==> src/rtl/sched_assign_ctrl.sv <==
// Delayed-assignment scheduler: captures a value at acceptance and commits it to q
// a programmable number of cycles later, with transport or inertial discipline.
module sched_assign_ctrl #(
  parameter int WIDTH = 1,
  parameter int DEPTH = 4,
  parameter int CNT_W = 5
) (
  input  logic                       clk,
  input  logic                       rst_n,
  input  logic                       req_valid,
  output logic                       req_ready,
  input  logic [WIDTH-1:0]           req_data,
  input  logic [CNT_W-1:0]           req_delay,
  input  logic                       mode,
  output logic [WIDTH-1:0]           q,
  output logic                       commit,
  output logic [$clog2(DEPTH+1)-1:0] pending_cnt
);
  localparam int PC_W = $clog2(DEPTH+1);

  logic [DEPTH-1:0] valid_reg;
  logic [WIDTH-1:0] data_reg [DEPTH];
  logic [CNT_W-1:0] cnt_reg [DEPTH];
  // older_reg[i][j] is set when slot i holds an older request than slot j
  logic [DEPTH-1:0] older_reg [DEPTH];
  logic [WIDTH-1:0] q_reg, q_next;
  logic             commit_reg;
  logic [PC_W-1:0]  pending_cnt_reg, pending_cnt_next;

  logic             accept;
  logic             slot_found;
  logic [DEPTH-1:0] expire, flush, win, load_sel, valid_next;

  assign req_ready   = rst_n & (mode | (pending_cnt_reg != PC_W'(DEPTH)));
  assign accept      = req_valid & req_ready;
  assign q           = q_reg;
  assign commit      = commit_reg;
  assign pending_cnt = pending_cnt_reg;

  genvar gi;
  generate
    for (gi = 0; gi < DEPTH; gi++) begin : g_slot
      assign expire[gi]     = valid_reg[gi] & (cnt_reg[gi] == '0);
      assign flush[gi]      = accept & mode & valid_reg[gi] & ~expire[gi];
      assign valid_next[gi] = (valid_reg[gi] & ~expire[gi] & ~flush[gi]) | load_sel[gi];
    end
  endgenerate

  // An expiring slot wins q only if no other expiring slot is younger.
  always_comb begin
    win = '0;
    for (int i = 0; i < DEPTH; i++) begin
      win[i] = expire[i];
      for (int j = 0; j < DEPTH; j++) begin
        if (j != i && expire[j] && older_reg[i][j]) begin
          win[i] = 1'b0;
        end
      end
    end
  end

  // Prefer a slot that is already empty; a slot released at this edge is only
  // reused when nothing else is free (inertial acceptance on a full table).
  always_comb begin
    load_sel   = '0;
    slot_found = 1'b0;
    for (int i = 0; i < DEPTH; i++) begin
      if (!slot_found && !valid_reg[i]) begin
        load_sel[i] = 1'b1;
        slot_found  = 1'b1;
      end
    end
    for (int i = 0; i < DEPTH; i++) begin
      if (!slot_found && (expire[i] || flush[i])) begin
        load_sel[i] = 1'b1;
        slot_found  = 1'b1;
      end
    end
    if (!accept) begin
      load_sel = '0;
    end
  end

  always_comb begin
    q_next = q_reg;
    for (int i = 0; i < DEPTH; i++) begin
      if (win[i]) begin
        q_next = data_reg[i];
      end
    end
  end

  always_comb begin
    pending_cnt_next = '0;
    for (int i = 0; i < DEPTH; i++) begin
      pending_cnt_next = pending_cnt_next + PC_W'(valid_next[i]);
    end
  end

  always_ff @(posedge clk) begin
    if (!rst_n) begin
      valid_reg       <= '0;
      q_reg           <= '0;
      commit_reg      <= 1'b0;
      pending_cnt_reg <= '0;
      for (int i = 0; i < DEPTH; i++) begin
        data_reg[i]  <= '0;
        cnt_reg[i]   <= '0;
        older_reg[i] <= '0;
      end
    end else begin
      valid_reg       <= valid_next;
      q_reg           <= q_next;
      commit_reg      <= |expire;
      pending_cnt_reg <= pending_cnt_next;
      for (int i = 0; i < DEPTH; i++) begin
        if (load_sel[i]) begin
          data_reg[i]  <= req_data;
          cnt_reg[i]   <= req_delay;
          older_reg[i] <= '0;
        end else begin
          if (valid_reg[i] && cnt_reg[i] != '0) begin
            cnt_reg[i] <= cnt_reg[i] - CNT_W'(1);
          end
          // every other slot becomes older than the newly loaded one
          older_reg[i] <= older_reg[i] | load_sel;
        end
      end
    end
  end

endmodule

==> config.mk <==
export PLATFORM = sky130hd
export DESIGN_NAME = sched_assign_ctrl
export DESIGN_NICKNAME = d
export VERILOG_FILES = /design/src/rtl/sched_assign_ctrl.sv
export SDC_FILE = /design/constraint.sdc
export NUM_CORES = 1
export LEC_CHECK = 0
export CORE_MARGIN = 2
export CORE_UTILIZATION = 29
export DETAILED_ROUTE_END_ITERATION = 12
export GPL_ROUTABILITY_DRIVEN = 0
export PLACE_DENSITY = 0.54
export RECOVER_POWER = 50
export SETUP_SLACK_MARGIN = 0.3
export SYNTH_ARGS = -nofsm -noshare
export SYNTH_HDL_FRONTEND = slang
export SYNTH_SLANG_ARGS = --single-unit
==> constraint.sdc <==
create_clock -name clk -period 9.15 [get_ports clk]
set_clock_uncertainty 0.15 [all_clocks]
set_input_delay 0.915 -clock clk [delete_from_list [all_inputs] [get_ports clk]]
set_output_delay 0.915 -clock clk [all_outputs]
set_load 0.02 [all_outputs]
==> impl_metrics.env <==
export IMPL_drt_iter0_markers=187
export IMPL_largest_reg_flops=20
export IMPL_critical_path_class="primary input to register"
export IMPL_dp_hpwl_mm=4.473
export IMPL_dieArea_um2=9739
export IMPL_wl_per_cell_um=15.59
export IMPL_synth_most_common_cell="edfxtp_1"
export IMPL_num_nets_final=291
export IMPL_cap_violations=0
export IMPL_crit_fanout=24
export IMPL_r2r_setup_slack_ps=5470
export IMPL_maxUsedRoutingLayer="met4"
export IMPL_wl_met3_um=419
export IMPL_fin_crit_ps=4521
export IMPL_postCtsHoldBufs=0
export IMPL_p_comb_share_pct=12.0
export IMPL_cts_setup_buffers=0
export IMPL_arrival_ps=4560
export IMPL_cts_buffers=5
export IMPL_grt_usage_pct=12.75
export IMPL_clockBufferDepth=2
export IMPL_seq_power_share_pct=53.2
export IMPL_synth_seq_cells=45
export IMPL_htree_levels=2
export IMPL_postSynthAreaPerCell_um2=10.36
export IMPL_sw_frac_of_total_pct=24.16
export IMPL_overflow=0
export IMPL_worstPathRequired_ps=9190
export IMPL_dr_pass1_iters=4
export IMPL_synth_top_area_share_pct=38.11
export IMPL_die_h_um=98.69
export IMPL_cts_tree="built"
export IMPL_p_sw_mw=0.1091
export IMPL_detail_route_antenna_nets=0
export IMPL_p_leak_nw=1.130
export IMPL_slew_headroom_pct=30.92
export IMPL_run_status="finished clean"
export IMPL_hold_viol=0
export IMPL_yosys_top_cells_count="33 x edfxtp_1, 22 x nand2_1, 15 x nand3_1, 15 x o2bb2ai_1, 14 x nor3_1"
export IMPL_met1_length_mm=2.845
export IMPL_power_internal_mw=0.3425
export IMPL_fmax_ghz=0.2212
export IMPL_setup_tns_ps=0
export IMPL_finalCritPeriodShare_pct=49.41
export IMPL_antenna_found_initial=0
export IMPL_finalSetupViolCount=0
export IMPL_pin_count=16
export IMPL_rsz0062_at_grt="false"
export IMPL_synth_ff_type="edfxtp_1"
export IMPL_cp_end_kind="register"
export IMPL_ys_seq_area_share_pct=47.35
export IMPL_synth_distinct_cells=50
export IMPL_ir_drop_mv=0.05885
export IMPL_netlist_top_cells_area="edfxtp_1 38%, dfxtp_1 9.2%, o2bb2ai_1 5.1%, ha_1 3.8%, nand2_1 3.2%"
export IMPL_dr_total_vias=1956
export IMPL_drive_gt1_share_pct=8.791
export IMPL_power_density_nw_per_um2=151.4
export IMPL_grt_max_degree=25
export IMPL_synthesis_area_um2=2600
export IMPL_async_flop_share_pct=0
export IMPL_diodes=0
export IMPL_die_w_um=98.69
export IMPL_start_util_pct=29.81
export IMPL_slew_viol_final=0
export IMPL_rows=34
export IMPL_yosys_warnings=0
export IMPL_start_kind="primary input"
export IMPL_area_delta_synth_final_pct=14.77
export IMPL_viasPerCell=5.134
export IMPL_clkTransAtPathRegs_ps=80
export IMPL_drc=0
export IMPL_hp_class="register to register"
export IMPL_synth_edff_count=33
export IMPL_clock_latency_ps=300
export IMPL_syn_instance_count=251
export IMPL_coreArea_um2=8721
export IMPL_grt_pass1_wl_mm=9.894
export IMPL_whs_ps=342.1
export IMPL_grt_pass1_vias=1904
export IMPL_synth_largest_area_cell="edfxtp_1"
export IMPL_io_buffers=15
export IMPL_worst_slew_pin_slew_ps=1022
export IMPL_wl_met2_mm=2.627
export IMPL_clock_sinks=45
export IMPL_cts_resized=0
export IMPL_clkPwrFrac_pct=34.8
export IMPL_totalWireLength_mm=5.941
export IMPL_root_buffer="clkbuf_8"
## logic make-up after synthesis
group                      count (synthesis)  synth area share [%]
adders and majority gates                  9                 4.620
muxes                                      1                0.3850
buffers and inverters                     27                 4.571
xor gates and xnor gates                  10                 3.369
DFF                                       45                 47.35
AOI/OAI and AO/OA                         62                 18.19
and+or+nand+nor                           96                 21.37
other                                      1                0.1442
## routing by layer
layer | up-vias | track usage [%]
li1 | 980 | -
met1 | 918 | 18.78
met2 | 53 | 19.41
met3 | 5 | 2.482
met4 | 0 | 2.950
met5 | - | 0
## path summary, 6_finish.rpt
check,startpoint,endpoint,cells after the start
hold / removal,data_reg[2],data_reg[2],2
setup reg to reg,cnt_reg[1][0],pending_cnt[1],11
hold reg to reg,data_reg[2],data_reg[2],2
setup / recovery,rst_n,pending_cnt[1],10
## worst max-delay path: stages
cell	delay, ps
dlygate4sd3_1	1030
nand2_1	110
nor2_1	120
clkbuf_1	760
nand2_1	330
o21ai_0	220
fa_1	470
ha_1	190
ha_1	260
and2_1	150
## power by group through the flow
stage                     clock, mW  sequential, mW  combinational [mW]
after floorplan                   0           0.243              0.0375
after global placement            0           0.245              0.0543
after detailed placement          0           0.245              0.0546
after CTS                     0.161           0.241              0.0550
after global routing          0.167           0.242              0.0611
final                         0.157           0.240              0.0542
## placed cells by master, fill, tap and decap left out, drive strengths merged, types with 2 or more instances in the layout
| cell type | n |
|---|---|
| and2 | 7 |
| nor4b | 5 |
| nand2 | 22 |
| inv | 13 |
| a21oi | 11 |
| dlygate4sd3 | 6 |
| nor4 | 3 |
| o21ai | 9 |
| o211a | 3 |
| or4b | 2 |
| nor2 | 10 |
| ha | 8 |
| o21a | 3 |
| o22ai | 3 |
| conb | 12 |
| nand3 | 15 |
| clkbuf | 8 |
| o2bb2ai | 15 |
| and3 | 11 |
| xor2 | 2 |
| edfxtp | 33 |
| dfxtp | 12 |
| nor3 | 14 |
| a41oi | 2 |
| clkdlybuf4s50 | 9 |
| xnor2 | 8 |
| o31ai | 7 |
| nand2b | 2 |
| or2 | 2 |
## area by class of cell
| class | instances | area (um^2) |
|---|---|---|
| clock buffer | 7 | 86.33 |
| tap | 108 | 135.1 |
| timing repair buffer | 17 | 161.4 |
| multi-input combinational | 190 | 1291 |
| sequential | 45 | 1231 |
| clock inverter | 1 | 30.03 |
| fill | 883 | 5737 |
| inverter | 13 | 48.80 |
## stage by stage
step	utilization, %	power, mW	area (um^2)	std cells	setup slack (ps)
floorplan	-	0.2802	2641	262	5866
global placement	32.93	0.2993	2872	373	4641
detailed placement	32.93	0.2999	2872	373	4580
CTS	34.26	0.4561	2988	381	4887
global route	34.22	0.4705	2984	381	4280
finish	34.22	0.4516	2984	381	4629
No activity file was read; power rests on OpenSTA's default activity.
